**src/rtl/fp_pkg.sv**
```systemverilog
// Shared encodings and field helpers for the sequential FP ALU and its divider.
package fp_pkg;

  typedef enum logic [1:0] {
    OP_ADD = 2'b00,
    OP_SUB = 2'b01,
    OP_MUL = 2'b10,
    OP_DIV = 2'b11
  } op_e;

  typedef enum logic [2:0] {
    IDLE = 3'd0,
    EXEC = 3'd1,
    DIV  = 3'd2,
    NORM = 3'd3,
    DONE = 3'd4
  } state_e;

  localparam int FLG_OVF = 2;
  localparam int FLG_UNF = 1;
  localparam int FLG_DZ  = 0;

  function automatic int fp_bias(input int exp_w);
    return (1 << (exp_w - 1)) - 1;
  endfunction

  // Prepends the implied leading one above a man_w-bit fraction.
  function automatic logic [63:0] fp_hidden(input logic [62:0] frac, input int man_w);
    return (64'd1 << man_w) | {1'b0, frac};
  endfunction

endpackage

```
**src/rtl/fp_div_iter.sv**
```systemverilog
// Restoring divider: the first quotient bit is produced on the start edge, one more per cycle after.
// done is high in the cycle computing the final bit; quo is valid from the next cycle until the next start.
module fp_div_iter #(
  parameter int MAN_W = 10
) (
  input  logic             clk,
  input  logic             rst,
  input  logic             start,
  input  logic [MAN_W:0]   dividend,
  input  logic [MAN_W:0]   divisor,
  output logic             busy,
  output logic             done,
  output logic [MAN_W+1:0] quo
);
  localparam int QW = MAN_W + 2;
  localparam int CW = $clog2(QW);

  logic [QW-1:0] rem_q, rem_d, quo_q, quo_d;
  logic [CW-1:0] cnt_q, cnt_d;
  logic [QW-1:0] src, diff;
  logic          ge;

  always_comb begin
    src   = start ? {1'b0, dividend} : rem_q;
    ge    = (src >= {1'b0, divisor});
    diff  = ge ? (src - {1'b0, divisor}) : src;
    rem_d = rem_q;
    quo_d = quo_q;
    cnt_d = cnt_q;
    if (start) begin
      rem_d = diff << 1;
      quo_d = {{(QW-1){1'b0}}, ge};
      cnt_d = CW'(QW - 1);
    end else if (cnt_q != '0) begin
      rem_d = diff << 1;
      quo_d = {quo_q[QW-2:0], ge};
      cnt_d = cnt_q - 1'b1;
    end
  end

  always_ff @(posedge clk or negedge rst) begin
    if (!rst) begin
      rem_q <= '0;
      quo_q <= '0;
      cnt_q <= '0;
    end else begin
      rem_q <= rem_d;
      quo_q <= quo_d;
      cnt_q <= cnt_d;
    end
  end

  assign busy = (cnt_q != '0);
  assign done = (cnt_q == CW'(1));
  assign quo  = quo_q;

endmodule

```
**src/rtl/fp_alu_seq.sv**
```systemverilog
// Multi-cycle add/sub/mul/div on packed {sign, exp, frac} operands, truncating, with {ovf, unf, dz} flags.
// Define FPU_DIV_EN to build the iterative divider; without it op=11 returns result 0 with all flags set.
module fp_alu_seq
  import fp_pkg::*;
#(
  parameter int EXP_W = 5,
  parameter int MAN_W = 10,
  localparam int W = 1 + EXP_W + MAN_W
) (
  input  logic         clk,
  input  logic         rst,
  input  logic         in_valid,
  output logic         in_ready,
  input  logic [W-1:0] a,
  input  logic [W-1:0] b,
  input  logic [1:0]   op,
  output logic         out_valid,
  input  logic         out_ready,
  output logic [W-1:0] result,
  output logic [2:0]   flags
);
  localparam int BIAS = fp_bias(EXP_W);
  localparam int MW   = 2 * MAN_W + 2;  // working mantissa, value = mant * 2^-(2*MAN_W)
  localparam int XW   = EXP_W + 2;
  localparam logic [EXP_W-1:0] EXP_ONES = '1;

  state_e               state_q, state_d;
  op_e                  op_q, op_d;
  logic [W-1:0]         a_q, a_d, b_q, b_d;
  logic                 sign_q, sign_d;
  logic signed [XW-1:0] exp_q, exp_d;
  logic [MW-1:0]        mant_q, mant_d;
  logic                 spc_q, spc_d;
  logic [W-1:0]         spc_res_q, spc_res_d;
  logic [2:0]           spc_flg_q, spc_flg_d;
  logic [W-1:0]         result_q, result_d;
  logic [2:0]           flags_q, flags_d;

  logic accept, exec_direct, exec_div, div_leave;

  logic             sa, sb, sb_eff, a_big, s_big, s_sml, inf_sign;
  logic [EXP_W-1:0] ea, eb, e_big, e_sml, sh;
  logic [MAN_W-1:0] fa, fb;
  logic [MAN_W:0]   ma, mb, m_big, m_sml;
  logic [MW-1:0]    m_big_w, m_sml_w;

  assign {sa, ea, fa} = a_q;
  assign {sb, eb, fb} = b_q;
  assign sb_eff  = sb ^ (op_q == OP_SUB);
  assign ma      = (MAN_W+1)'(fp_hidden(63'(fa), MAN_W));
  assign mb      = (MAN_W+1)'(fp_hidden(63'(fb), MAN_W));
  assign a_big   = ({ea, fa} >= {eb, fb});
  assign e_big   = a_big ? ea : eb;
  assign e_sml   = a_big ? eb : ea;
  assign m_big   = a_big ? ma : mb;
  assign m_sml   = a_big ? mb : ma;
  assign s_big   = a_big ? sa : sb_eff;
  assign s_sml   = a_big ? sb_eff : sa;
  assign sh      = e_big - e_sml;
  assign m_big_w = MW'(m_big) << MAN_W;
  assign m_sml_w = (int'(sh) >= MAN_W + 2) ? '0 : ((MW'(m_sml) << MAN_W) >> sh);
  assign inf_sign = (op_q == OP_MUL || op_q == OP_DIV) ? (sa ^ sb) :
                    ((ea == EXP_ONES) ? sa : sb_eff);

`ifdef FPU_DIV_EN
  logic             div_busy, div_done;
  logic [MAN_W+1:0] div_quo;

  fp_div_iter #(.MAN_W(MAN_W)) u_div (
    .clk      (clk),
    .rst      (rst),
    .start    ((state_q == EXEC) && exec_div),
    .dividend (ma),
    .divisor  (mb),
    .busy     (div_busy),
    .done     (div_done),
    .quo      (div_quo)
  );

  assign div_leave = div_done || !div_busy;
`else
  assign div_leave = 1'b1;
`endif

  logic [MW-1:0]    mant_n, norm_sh;
  logic [MAN_W-1:0] frac_n;
  int               lead, exp_n;

  always_comb begin
    mant_n = mant_q;
`ifdef FPU_DIV_EN
    // Quotient has its integer bit at MAN_W+1; rescale onto the product binary point.
    if (op_q == OP_DIV) mant_n = MW'(div_quo) << (MAN_W - 1);
`endif
    lead = 0;
    for (int i = 0; i < MW; i++) begin
      if (mant_n[i]) lead = i;
    end
    exp_n   = int'(exp_q) + lead - 2 * MAN_W;
    norm_sh = mant_n << (MW - 1 - lead);
    frac_n  = MAN_W'(norm_sh >> (MAN_W + 1));
  end

  always_comb begin
    a_d = a_q;  b_d = b_q;  op_d = op_q;
    sign_d = sign_q;  exp_d = exp_q;  mant_d = mant_q;
    spc_d = spc_q;  spc_res_d = spc_res_q;  spc_flg_d = spc_flg_q;
    result_d = result_q;  flags_d = flags_q;
    exec_direct = 1'b0;
    exec_div    = 1'b0;

    if (accept) begin
      a_d  = a;
      b_d  = b;
      op_d = op_e'(op);
    end

    if (state_q == EXEC) begin
      unique case (op_q)
        OP_MUL: begin
          sign_d = sa ^ sb;
          exp_d  = XW'(ea) + XW'(eb) - XW'(BIAS);
          mant_d = MW'(ma) * MW'(mb);
        end
        OP_DIV: begin
          sign_d = sa ^ sb;
          exp_d  = XW'(ea) - XW'(eb) + XW'(BIAS);
          mant_d = '0;
        end
        default: begin
          sign_d = s_big;
          exp_d  = XW'(e_big);
          mant_d = (s_big == s_sml) ? (m_big_w + m_sml_w) : (m_big_w - m_sml_w);
        end
      endcase

      // Results decided by operand class bypass the normaliser.
      spc_d     = 1'b0;
      spc_res_d = '0;
      spc_flg_d = '0;
      if (ea == EXP_ONES || eb == EXP_ONES) begin
        spc_d              = 1'b1;
        spc_res_d          = {inf_sign, EXP_ONES, {MAN_W{1'b0}}};
        spc_flg_d[FLG_OVF] = 1'b1;
      end else if (op_q == OP_MUL || op_q == OP_DIV) begin
        if (ea == '0 || (op_q == OP_MUL && eb == '0)) begin
          spc_d     = 1'b1;
          spc_res_d = {sa ^ sb, {(W-1){1'b0}}};
        end
      end else if (ea == '0 && eb == '0) begin
        spc_d     = 1'b1;
        spc_res_d = {sa & sb_eff, {(W-1){1'b0}}};
      end else if (ea == '0) begin
        spc_d     = 1'b1;
        spc_res_d = {sb_eff, eb, fb};
      end else if (eb == '0) begin
        spc_d     = 1'b1;
        spc_res_d = a_q;
      end

      if (op_q == OP_DIV) begin
`ifdef FPU_DIV_EN
        if (eb == '0) begin
          exec_direct       = 1'b1;
          result_d          = {sa ^ sb, EXP_ONES, {MAN_W{1'b0}}};
          flags_d           = '0;
          flags_d[FLG_DZ]   = 1'b1;
        end else begin
          exec_div = 1'b1;
        end
`else
        exec_direct = 1'b1;
        result_d    = '0;
        flags_d     = '1;
`endif
      end
    end

    if (state_q == NORM) begin
      flags_d = '0;
      if (spc_q) begin
        result_d = spc_res_q;
        flags_d  = spc_flg_q;
      end else if (mant_n == '0) begin
        result_d = '0;
      end else if (exp_n >= (1 << EXP_W) - 1) begin
        result_d         = {sign_q, EXP_ONES, {MAN_W{1'b0}}};
        flags_d[FLG_OVF] = 1'b1;
      end else if (exp_n <= 0) begin
        result_d         = {sign_q, {(W-1){1'b0}}};
        flags_d[FLG_UNF] = 1'b1;
      end else begin
        result_d = {sign_q, EXP_W'(exp_n), frac_n};
      end
    end
  end

  always_ff @(posedge clk or negedge rst) begin
    if (!rst) state_q <= IDLE;
    else      state_q <= state_d;
  end

  always_comb begin
    state_d = state_q;
    case (state_q)
      IDLE:    if (in_valid) state_d = EXEC;
      EXEC:    state_d = exec_direct ? DONE : (exec_div ? DIV : NORM);
      DIV:     if (div_leave) state_d = NORM;
      NORM:    state_d = DONE;
      DONE:    if (out_ready) state_d = IDLE;
      default: state_d = IDLE;
    endcase
  end

  always_comb begin
    in_ready  = (state_q == IDLE);
    out_valid = (state_q == DONE);
  end

  assign accept = in_valid && in_ready;
  assign result = result_q;
  assign flags  = flags_q;

  always_ff @(posedge clk or negedge rst) begin
    if (!rst) begin
      a_q <= '0;  b_q <= '0;  op_q <= OP_ADD;
      sign_q <= 1'b0;  exp_q <= '0;  mant_q <= '0;
      spc_q <= 1'b0;  spc_res_q <= '0;  spc_flg_q <= '0;
      result_q <= '0;  flags_q <= '0;
    end else begin
      a_q <= a_d;  b_q <= b_d;  op_q <= op_d;
      sign_q <= sign_d;  exp_q <= exp_d;  mant_q <= mant_d;
      spc_q <= spc_d;  spc_res_q <= spc_res_d;  spc_flg_q <= spc_flg_d;
      result_q <= result_d;  flags_q <= flags_d;
    end
  end

endmodule

```
**config.mk**
```make
export PLATFORM = sky130hd
export DESIGN_NAME = fp_alu_seq
export DESIGN_NICKNAME = d
export VERILOG_FILES = /design/src/rtl/fp_pkg.sv /design/src/rtl/fp_div_iter.sv /design/src/rtl/fp_alu_seq.sv
export SDC_FILE = /design/constraint.sdc
export NUM_CORES = 1
export LEC_CHECK = 0
export BUFFER_PORTS_ARGS = -buffer_cell sky130_fd_sc_hd__buf_2
export CAP_MARGIN = 40
export CORE_MARGIN = 3
export CORE_UTILIZATION = 35
export CTS_BUF_LIST = sky130_fd_sc_hd__clkbuf_8
export DETAILED_ROUTE_END_ITERATION = 6
export GPL_ROUTABILITY_DRIVEN = 0
export SLEW_MARGIN = 15
export SYNTH_ARGS = -nofsm -noshare
export SYNTH_HDL_FRONTEND = slang
export SYNTH_SLANG_ARGS = --single-unit
```
**constraint.sdc**
```tcl
create_clock -name clk -period 21.1 [get_ports clk]
set_clock_uncertainty 0.2 [all_clocks]
set_input_delay 5.275 -clock clk [delete_from_list [all_inputs] [get_ports clk]]
set_output_delay 5.275 -clock clk [all_outputs]
set_load 0.01 [all_outputs]
```
==> results of run 1 <==
## cell usage after synthesis (10+ instances only)
master / instances / area [µm²]
dfrtp_1: 104 / 2600
nand2_1: 167 / 627
nand2b_1: 15 / 93.8
o21a_1: 14 / 105
a221oi_1: 12 / 105
o21ai_0: 118 / 591
or3_1: 10 / 62.6
a31oi_1: 15 / 93.8
xor2_1: 10 / 87.6
nor3_1: 21 / 105
a21o_1: 19 / 143
ha_1: 129 / 1610
nor2b_1: 10 / 62.6
clkbuf_1: 76 / 285
nand3_1: 19 / 95.1
a22oi_1: 29 / 218
xnor2_1: 41 / 359
mux2_2: 23 / 259
fa_1: 85 / 1700
nor4_1: 13 / 81.3
a21oi_1: 78 / 390
o21bai_1: 21 / 158
and2_1: 61 / 382
o211ai_1: 22 / 165
a211oi_1: 16 / 120
nor2_1: 109 / 409
mux2i_1: 44 / 440
inv_1: 150 / 563
## worst max-delay path by stage
stage	start	to	slack [ns]	cells after the start
2_1_floorplan	b_q[8]	mant_n[20]	13.89	36
3_3_place_gp	b_q[10]	mant_n[20]	13.35	29
3_5_place_dp	a_q[10]	mant_n[20]	13.29	31
4_1_cts	a_q[10]	mant_n[20]	13.23	31
5_1_grt	b_q[10]	mant_n[20]	12.38	31
6_report	b_q[10]	mant_n[20]	13.12	31
## cell families (layout without fill, tap and decap cells)
group | count (synthesis) | count (layout) | share of synthesized area, %
adders and majority gates | 214 | 214 | 24.7
AOI/OAI and AO/OA | 434 | 434 | 22.1
DFF | 104 | 104 | 19.4
buffers and inverters | 247 | 246 | 7.01
and+or+nand+nor | 469 | 469 | 16.9
muxes | 76 | 76 | 6.65
xor gates and xnor gates | 51 | 51 | 3.33
## final cells by class
cell class,count,share of cell area (%)
clock inverter,6,0.857
clock buffer,10,0.952
multi-input combinational,1244,68.4
tap,511,4.42
sequential,104,18.0
timing repair buffer,78,3.37
inverter,152,3.95
## worst min-delay path, delay by kind of cell, from the launching register on
kind	cells	cell delay [ns]
and+or+nand+nor	1	0.04
AOI/OAI and AO/OA	1	0.06
DFF	1	0.36
## metal layers
layer	global-route usage, %	vias up	share of wire (%)
li1	-	5572	-
met1	29.2	5684	47
met2	29.8	449	43
met3	4.53	48	8.5
met4	5.03	0	2.2
met5	0	-	0
## flip-flops by register name, summed over array words and instances (netlist names)
signal and flops:
spc_q 1, op_q 2, exp_q 7, a_q 16, spc_res_q 16, b_q 16
flags 3, spc_flg_q 1, sign_q 1, state_q 3, mant_n 22, result 16
## stage by stage
step / hold WS (ns) / cells / worst slack [ns] / cell area (µm²)
floorplan: 0.240 / 1595 / 13.89 / 13400
global placement: 0.259 / 2084 / 13.35 / 14100
detailed placement: 0.266 / 2088 / 13.29 / 14200
CTS: 0.291 / 2104 / 13.23 / 14400
global route: 0.326 / 2105 / 12.38 / 14500
finish: 0.286 / 2105 / 13.12 / 14500
==> results.py, run 1 <==
metrics = {
    "timing": {
        "rsz0062_at_grt": "false",
        "worst_pin_slew_ns": 0.804,
        "final_hold_viol_count": 0,
        "fin_tns_setup_ns": 0,
        "slew_violations": 0,
        "max-slew-margin-rel_pct": 45.9,
        "timing.fmax_mhz": 125,
        "setup_viol": 0,
        "min_period_ns": 7.98,
        "fin_crit_sh_pct": 37.8,
    },
    "setup_path": {
        "r2r_start": "b_q[10]",
        "worst_r2r_endpoint": "mant_n[20]",
        "critPathLaunchType": "flop",
        "critical_path_class": "flop to flop",
        "end_kind": "flop",
        "arrival_ns": 8.07,
        "crit_top_cell": "a21oi_1",
        "worstPathMaxFanout": 43,
        "critPathBufInv": 4,
        "cp.required_ns": 21.19,
        "rrSetupSlack_ns": 13.12,
        "rr_worst_depth": 31,
        "max_stage_delay_ns": 0.73,
        "cp_top_family": "compound AO/OA/AOI/OAI gates",
        "cp_slowest_cell": "ha_1",
    },
    "clock_tree": {
        "postCtsSetupRepairBufs": 0,
        "cts_hold_buf": 0,
        "numCtsBuffers": 9,
        "htree_num_levels": 3,
        "cts.sinks": 104,
        "path_clk_slew_ns": 0.11,
        "clock_latency_ns": 0.41,
        "cts_tree": "built",
        "cts_resized": 0,
        "cts.path.max_buffers": 2,
        "cts_root_buffer": "clkbuf_8",
    },
    "synthesis": {
        "synth_edf_count": 0,
        "netlist_area_um2": 13400,
        "yosysWarnings": 0,
        "yosysSeqAreaShare_pct": 19.4,
        "avgSynthCellArea_um2": 8.42,
        "synthesis.nets": 1847,
        "synth_top_flop_cell": "dfrtp_1",
        "async_reset_ff_share_pct": 100,
        "ys_types": 93,
        "ys_ff_latch": 104,
        "synthesis.instances": 1595,
    },
    "place": {
        "io_buffer_count": 58,
        "dp_hpwl_mm": 31.8,
    },
    "global_route": {
        "grt_antenna_before_repair": 0,
        "grtUsageTotal_pct": 20.0,
        "grt_pass1_wl_mm": 65.2,
        "grt_pass1_vias": 11500,
        "grt-ovfl-total": 0,
        "grt_max_degree": 60,
    },
    "cells_and_area": {
        "drive_gt1_share_pct": 9.91,
        "nFillCells": 3875,
        "seq_area_um2": 2600,
        "mostFrequentLayoutCells": "167 x nand2_1, 150 x inv_1, 129 x ha_1, 118 x o21ai_0, 109 x nor2_1",
        "fin_nets": 1841,
        "multi_input_area_um2": 9890,
        "diodes": 0,
        "utilization_pct": 38.3,
        "syn2layout_area_growth_pct": 7.61,
        "final_common_cell": "nand2_1",
    },
    "drt": {
        "ant_nets": 0,
        "first_iter_violations": 1168,
        "wire_per_inst_um": 19.3,
        "post_drt_via_cell_ratio": 5.58,
        "finalWirelength_mm": 40.7,
        "dr.pass1.iters": 5,
        "drc": 0,
        "num_vias": 11800,
    },
    "worst_hold_path": {
        "min_to": "result[13]",
        "hold_start": "result[13]",
        "min_path_type": "flop to flop",
        "hold_depth": 2,
    },
    "die": {
        "initial_core_util_pct": 35.6,
        "core-area_um2": 37800,
        "dieArea_um2": 40800,
        "fp.dieW_um": 202,
        "io_pins": 59,
        "die_h_um": 202,
        "core.rowCount": 71,
    },
    "outcome": {
        "status": "completed",
    },
    "job": {
        "max_cap_violations": 0,
    },
}
Power of run 1 is not shown: default switching activity piles up to over one toggle a cycle in this logic, so the estimate is an artifact.
==> inputs of run 2 (changes only) <==
==> constraint.sdc (replaced) <==
create_clock -name clk -period 7.35 [get_ports clk]
set_clock_uncertainty 0.2 [all_clocks]
set_input_delay 1.8375 -clock clk [delete_from_list [all_inputs] [get_ports clk]]
set_output_delay 1.8375 -clock clk [all_outputs]
set_load 0.01 [all_outputs]
==> run 2 against run 1 <==
Effect of this change: via count is 0.81% higher; utilization rose by 0.52 points; non-clock buffer count increased by 28; critical path type unchanged; design area up 1.4%; count of clock-buffer cells in the layout down 1; sequential cell count stayed put.
==> results.py, run 2 (synthesis results as in run 1) <==
metrics = {
    "outcome": {
        "status": "completed",
    },
    "clock_tree": {
        "cts.sinks": 104,
        "clock_latency_ns": 0.41,
        "cts_root_buffer": "clkbuf_8",
        "numCtsBuffers": 9,
        "cts.path.max_buffers": 2,
        "path_clk_slew_ns": 0.11,
        "cts_tree": "built",
        "htree_num_levels": 3,
    },
    "timing": {
        "timing.fmax_mhz": 146,
        "fin_crit_sh_pct": 93.0,
        "setup_viol": 0,
        "min_period_ns": 6.83,
        "fin_tns_setup_ns": 0,
        "max-slew-margin-rel_pct": 47.2,
        "worst_pin_slew_ns": 0.784,
        "final_hold_viol_count": 0,
        "rsz0062_at_grt": "false",
        "slew_violations": 0,
    },
    "die": {
        "dieArea_um2": 40800,
        "core-area_um2": 37800,
        "core.rowCount": 71,
        "die_h_um": 202,
        "io_pins": 59,
        "initial_core_util_pct": 35.6,
        "fp.dieW_um": 202,
    },
    "place": {
        "dp_hpwl_mm": 32.0,
        "io_buffer_count": 58,
    },
    "global_route": {
        "grt_pass1_vias": 11600,
        "grt_max_degree": 56,
        "grt-ovfl-total": 0,
        "grtUsageTotal_pct": 20.0,
        "grt_antenna_before_repair": 1,
        "grt_pass1_wl_mm": 65.3,
    },
    "drt": {
        "dr.pass1.iters": 5,
        "num_vias": 11800,
        "first_iter_violations": 925,
        "drc": 0,
        "post_drt_via_cell_ratio": 5.55,
        "wire_per_inst_um": 19.1,
        "finalWirelength_mm": 40.7,
        "ant_nets": 0,
    },
    "worst_hold_path": {
        "min_path_type": "flop to flop",
        "hold_depth": 2,
    },
    "cells_and_area": {
        "nFillCells": 3875,
        "drive_gt1_share_pct": 11.7,
        "diodes": 0,
        "syn2layout_area_growth_pct": 9.08,
        "fin_nets": 1869,
        "final_common_cell": "nand2_1",
        "mostFrequentLayoutCells": "167 x nand2_1, 150 x inv_1, 128 x ha_1, 118 x o21ai_0, 109 x nor2_1",
        "largest_reg_flops": 22,
    },
    "setup_path": {
        "end_kind": "flop",
        "arrival_ns": 6.98,
        "worstPathMaxFanout": 9,
        "critical_path_class": "flop to flop",
        "rr_worst_depth": 26,
        "cp.required_ns": 7.49,
        "critPathLaunchType": "flop",
    },
    "job": {
        "max_cap_violations": 0,
    },
}
run 2: cell count changes in the layout (fill, tap and decap cells not counted), sizes merged:
| cell | change |
|---|---|
| buf | +28 |
| clkinv | +2 |
| bufinv | -1 |
| clkbuf | -1 |
run 2: final cells by class:
class | count | area [µm²] | share of cell area (%)
inverters | 152 | 571 | 3.89
multi-input cells | 1244 | 9900 | 67.6
clock buffers | 9 | 124 | 0.845
well taps | 511 | 639 | 4.36
repair buffers | 106 | 698 | 4.76
flip-flops and latches | 104 | 2610 | 17.8
clock inverters | 7 | 113 | 0.769
run 2: per-layer routing:
layer  vias to the layer above  track usage (%)  routed length (µm)  part of all wire [%]
li1                       5634                -                   -                     -
met1                      5733             29.3               19400                    48
met2                       416             30.1               17400                    43
met3                        63             3.83                2840                   7.0
met4                         2             5.33                1060                   2.6
met5                         -                0                   8                 0.020
run 2: critical path: stages, from the launching register on:
cell	delay (ns)
dfrtp_1	0.47
inv_1	0.12
ha_1	0.48
nand4b_1	0.27
nor2_1	0.27
o211a_1	0.33
o311ai_2	0.17
o21a_1	0.14
ha_1	0.17
a41oi_1	0.37
a2111oi_1	0.21
a2111oi_4	0.43
and2_1	0.45
o21ai_0	0.25
inv_1	0.10
ha_1	0.18
fa_1	0.22
a21oi_1	0.08
o21ai_0	0.23
a21oi_1	0.13
o21bai_1	0.23
a21oi_1	0.10
o21bai_1	0.19
a211oi_1	0.10
o31a_1	0.27
or4_1	0.51
nand4_1	0.10
run 2: per-stage QoR:
stage	worst slack, ns	instances	util [%]	cell area (µm²)	hold WS, ns
floorplan	0.145	1595	-	13400	0.240
global placement	0.724	2113	38.0	14300	0.260
detailed placement	0.558	2117	38.2	14400	0.265
CTS	0.525	2133	38.8	14600	0.291
global route	0.00420	2133	38.8	14700	0.315
finish	0.516	2133	38.8	14700	0.285
run 2: what timing repair did:
action / CTS / global route
gates resized for setup: 0 / 4
hold buffers: 0 / 0
endpoints found under the hold margin: 0 / 0
buffers inserted: 0 / 0
endpoints found under the setup margin: 0 / 1
run 2: path summary, 6_finish.rpt:
path	from	to	slack, ns
worst min-delay path	result[14]	result[14]	0.28
worst min register to register	result[14]	result[14]	0.28
max in group asynchronous	rst	b_q[8]	4.78
worst max-delay path	b_q[13]	mant_n[20]	0.52
min in group asynchronous	rst	flags[1]	1.10
worst max register to register	b_q[13]	mant_n[20]	0.52
Power of run 2 is left out for the same reason.
==> inputs of run 3 (changes only) <==
--- a/config.mk
+++ b/config.mk
@@ -5,6 +5,7 @@
 export SDC_FILE = /design/constraint.sdc
 export NUM_CORES = 1
 export LEC_CHECK = 0
+export ABC_AREA = 1
 export BUFFER_PORTS_ARGS = -buffer_cell sky130_fd_sc_hd__buf_2
 export CAP_MARGIN = 40
 export CORE_MARGIN = 3
==> run 3 against run 2 <==
Effect of this change: synthesized cell count rose by 29%; synthesized area increased by 2.4%; count of clock-buffer cells in the layout rose by 1; worst setup slack better by 0.31 ns; sequential cell count did not move; design area rose by 0.38%; utilization shrank 0.31 points; via count is 13% higher; cell count increased by 21%; register-to-register slack better by 0.31 ns; non-clock buffer count down 28.
==> results.py, run 3 <==
metrics = {
    "setup_path": {
        "end_kind": "flop",
        "max_stage_delay_ns": 0.72,
        "crit_top_cell": "nand2_1",
        "critPathLaunchType": "flop",
        "cp_slowest_cell": "ha_1",
        "critical_path_class": "flop to flop",
        "arrival_ns": 6.62,
        "worstPathMaxFanout": 19,
        "cp.required_ns": 7.44,
    },
    "global_route": {
        "grt-ovfl-total": 0,
        "grtUsageTotal_pct": 20.0,
        "grt_pass1_vias": 12600,
        "grt_max_degree": 66,
        "grt_antenna_before_repair": 0,
        "grt_pass1_wl_mm": 67.6,
    },
    "synthesis": {
        "ys_types": 56,
        "synth_edf_count": 0,
        "yosysWarnings": 0,
        "synth_top_area_cell": "dfrtp_1",
        "yosysSeqAreaShare_pct": 18.9,
        "netlist_area_um2": 13800,
        "async_reset_ff_share_pct": 100,
        "yosys-top-cells-area": "dfrtp_1 19%, nand2_1 15%, fa_1 12%",
        "synthesis.nets": 2311,
        "ys_ff_latch": 104,
        "avgSynthCellArea_um2": 6.68,
        "post-synth-top-count-cell": "nand2_1",
        "synthesis.instances": 2059,
        "netlist.area_leader.share_pct": 18.9,
        "netlist_top_cells_count": "567 x nand2_1, 330 x inv_1, 194 x nand3_1, 162 x nor2_1, 129 x ha_1",
        "synth_top_flop_cell": "dfrtp_1",
    },
    "die": {
        "dieArea_um2": 41700,
        "die_h_um": 204,
        "io_pins": 59,
        "initial_core_util_pct": 36.0,
        "fp.dieW_um": 204,
        "core.rowCount": 71,
        "core-area_um2": 38200,
    },
    "cells_and_area": {
        "syn2layout_area_growth_pct": 6.92,
        "diodes": 0,
        "fin_nets": 2317,
        "drive_gt1_share_pct": 6.81,
        "largest_reg_flops": 22,
        "final_common_cell": "nand2_1",
        "mostFrequentLayoutCells": "566 x nand2_1, 330 x inv_1, 194 x nand3_1, 161 x nor2_1, 129 x ha_1",
    },
    "timing": {
        "fin_crit_sh_pct": 88.8,
        "worst_pin_slew_ns": 0.858,
        "slew_violations": 0,
        "max-slew-margin-rel_pct": 42.7,
        "setup_viol": 0,
        "rsz0062_at_grt": "false",
        "timing.fmax_mhz": 153,
        "fin_tns_setup_ns": 0,
        "final_hold_viol_count": 0,
        "min_period_ns": 6.53,
    },
    "clock_tree": {
        "path_clk_slew_ns": 0.12,
        "cts_hold_buf": 0,
        "cts_resized": 0,
        "cts.sinks": 104,
        "cts.path.max_buffers": 2,
        "cts_root_buffer": "clkbuf_8",
        "numCtsBuffers": 9,
        "htree_num_levels": 3,
        "postCtsSetupRepairBufs": 0,
        "clock_latency_ns": 0.41,
        "cts_tree": "built",
    },
    "drt": {
        "num_vias": 13400,
        "post_drt_via_cell_ratio": 5.18,
        "first_iter_violations": 1425,
        "wire_per_inst_um": 16.1,
        "finalWirelength_mm": 41.5,
        "drc": 0,
        "dr.pass1.iters": 6,
        "ant_nets": 0,
    },
    "job": {
        "max_cap_violations": 0,
    },
    "place": {
        "dp_hpwl_mm": 33.7,
        "io_buffer_count": 58,
    },
    "worst_hold_path": {
        "min_path_type": "flop to flop",
    },
    "outcome": {
        "status": "completed",
    },
}
==> run 3: final cells by class <==
type                       instances  area (µm²)
tap                              511         639
timing repair buffer              78         467
multi-input combinational       1533        9530
fill                            4154       23500
clock inverter                     6        62.6
inverter                         339        1270
sequential                       104        2600
clock buffer                      10         138
==> run 3: cells by family (layout without fill, tap and decap cells) <==
logic type	after synthesis	in the layout	share of synthesized area (%)
xor gates and xnor gates	17	17	1.08
and+or+nand+nor	1007	1007	31.1
adders and majority gates	214	214	24.1
buffers and inverters	422	433	11.9
AOI/OAI and AO/OA	292	292	12.7
muxes	3	3	0.246
DFF	104	104	18.9
==> run 3: worst paths after layout <==
| check | to | slack [ns] | cells after the start | from |
|---|---|---|---|---|
| max in group asynchronous | a_q[1] | 4.83 | 3 | rst |
| min in group asynchronous | result[9] | 1.01 | 1 | rst |
| setup / recovery | mant_n[21] | 0.82 | 31 | a_q[10] |
| hold reg to reg | result[8] | 0.29 | 2 | result[8] |
| setup reg to reg | mant_n[21] | 0.82 | 31 | a_q[10] |
| hold / removal | result[8] | 0.29 | 2 | result[8] |
==> run 3: per-layer routing <==
| metal | track usage, % | up-vias | share of wire [%] |
|---|---|---|---|
| met4 | 3.19 | 0 | 1.4 |
| li1 | - | 6577 | - |
| met5 | 0 | - | 0 |
| met1 | 30.0 | 6312 | 49 |
| met3 | 2.76 | 43 | 5.7 |
| met2 | 31.1 | 435 | 44 |
==> run 3: metrics by stage <==
stage	util [%]	hold WS (ns)	area (µm²)	setup slack [ns]	instances
global placement	37.9	0.264	14500	1.22	2562
global route	38.5	0.310	14700	0.195	2581
finish	38.5	0.285	14700	0.822	2581
floorplan	-	0.238	13800	1.66	2059
detailed placement	37.9	0.264	14500	0.984	2563
CTS	38.4	0.293	14700	0.953	2579
==> run 3: worst max-delay path, delay by kind of cell (launching register included) <==
family,cells,cell delay (ns)
buffers and inverters,4,0.84
DFF,1,0.43
and+or+nand+nor,14,1.39
AOI/OAI and AO/OA,10,1.84
adders and majority gates,3,1.70
Power of run 3 is left out for the same reason.
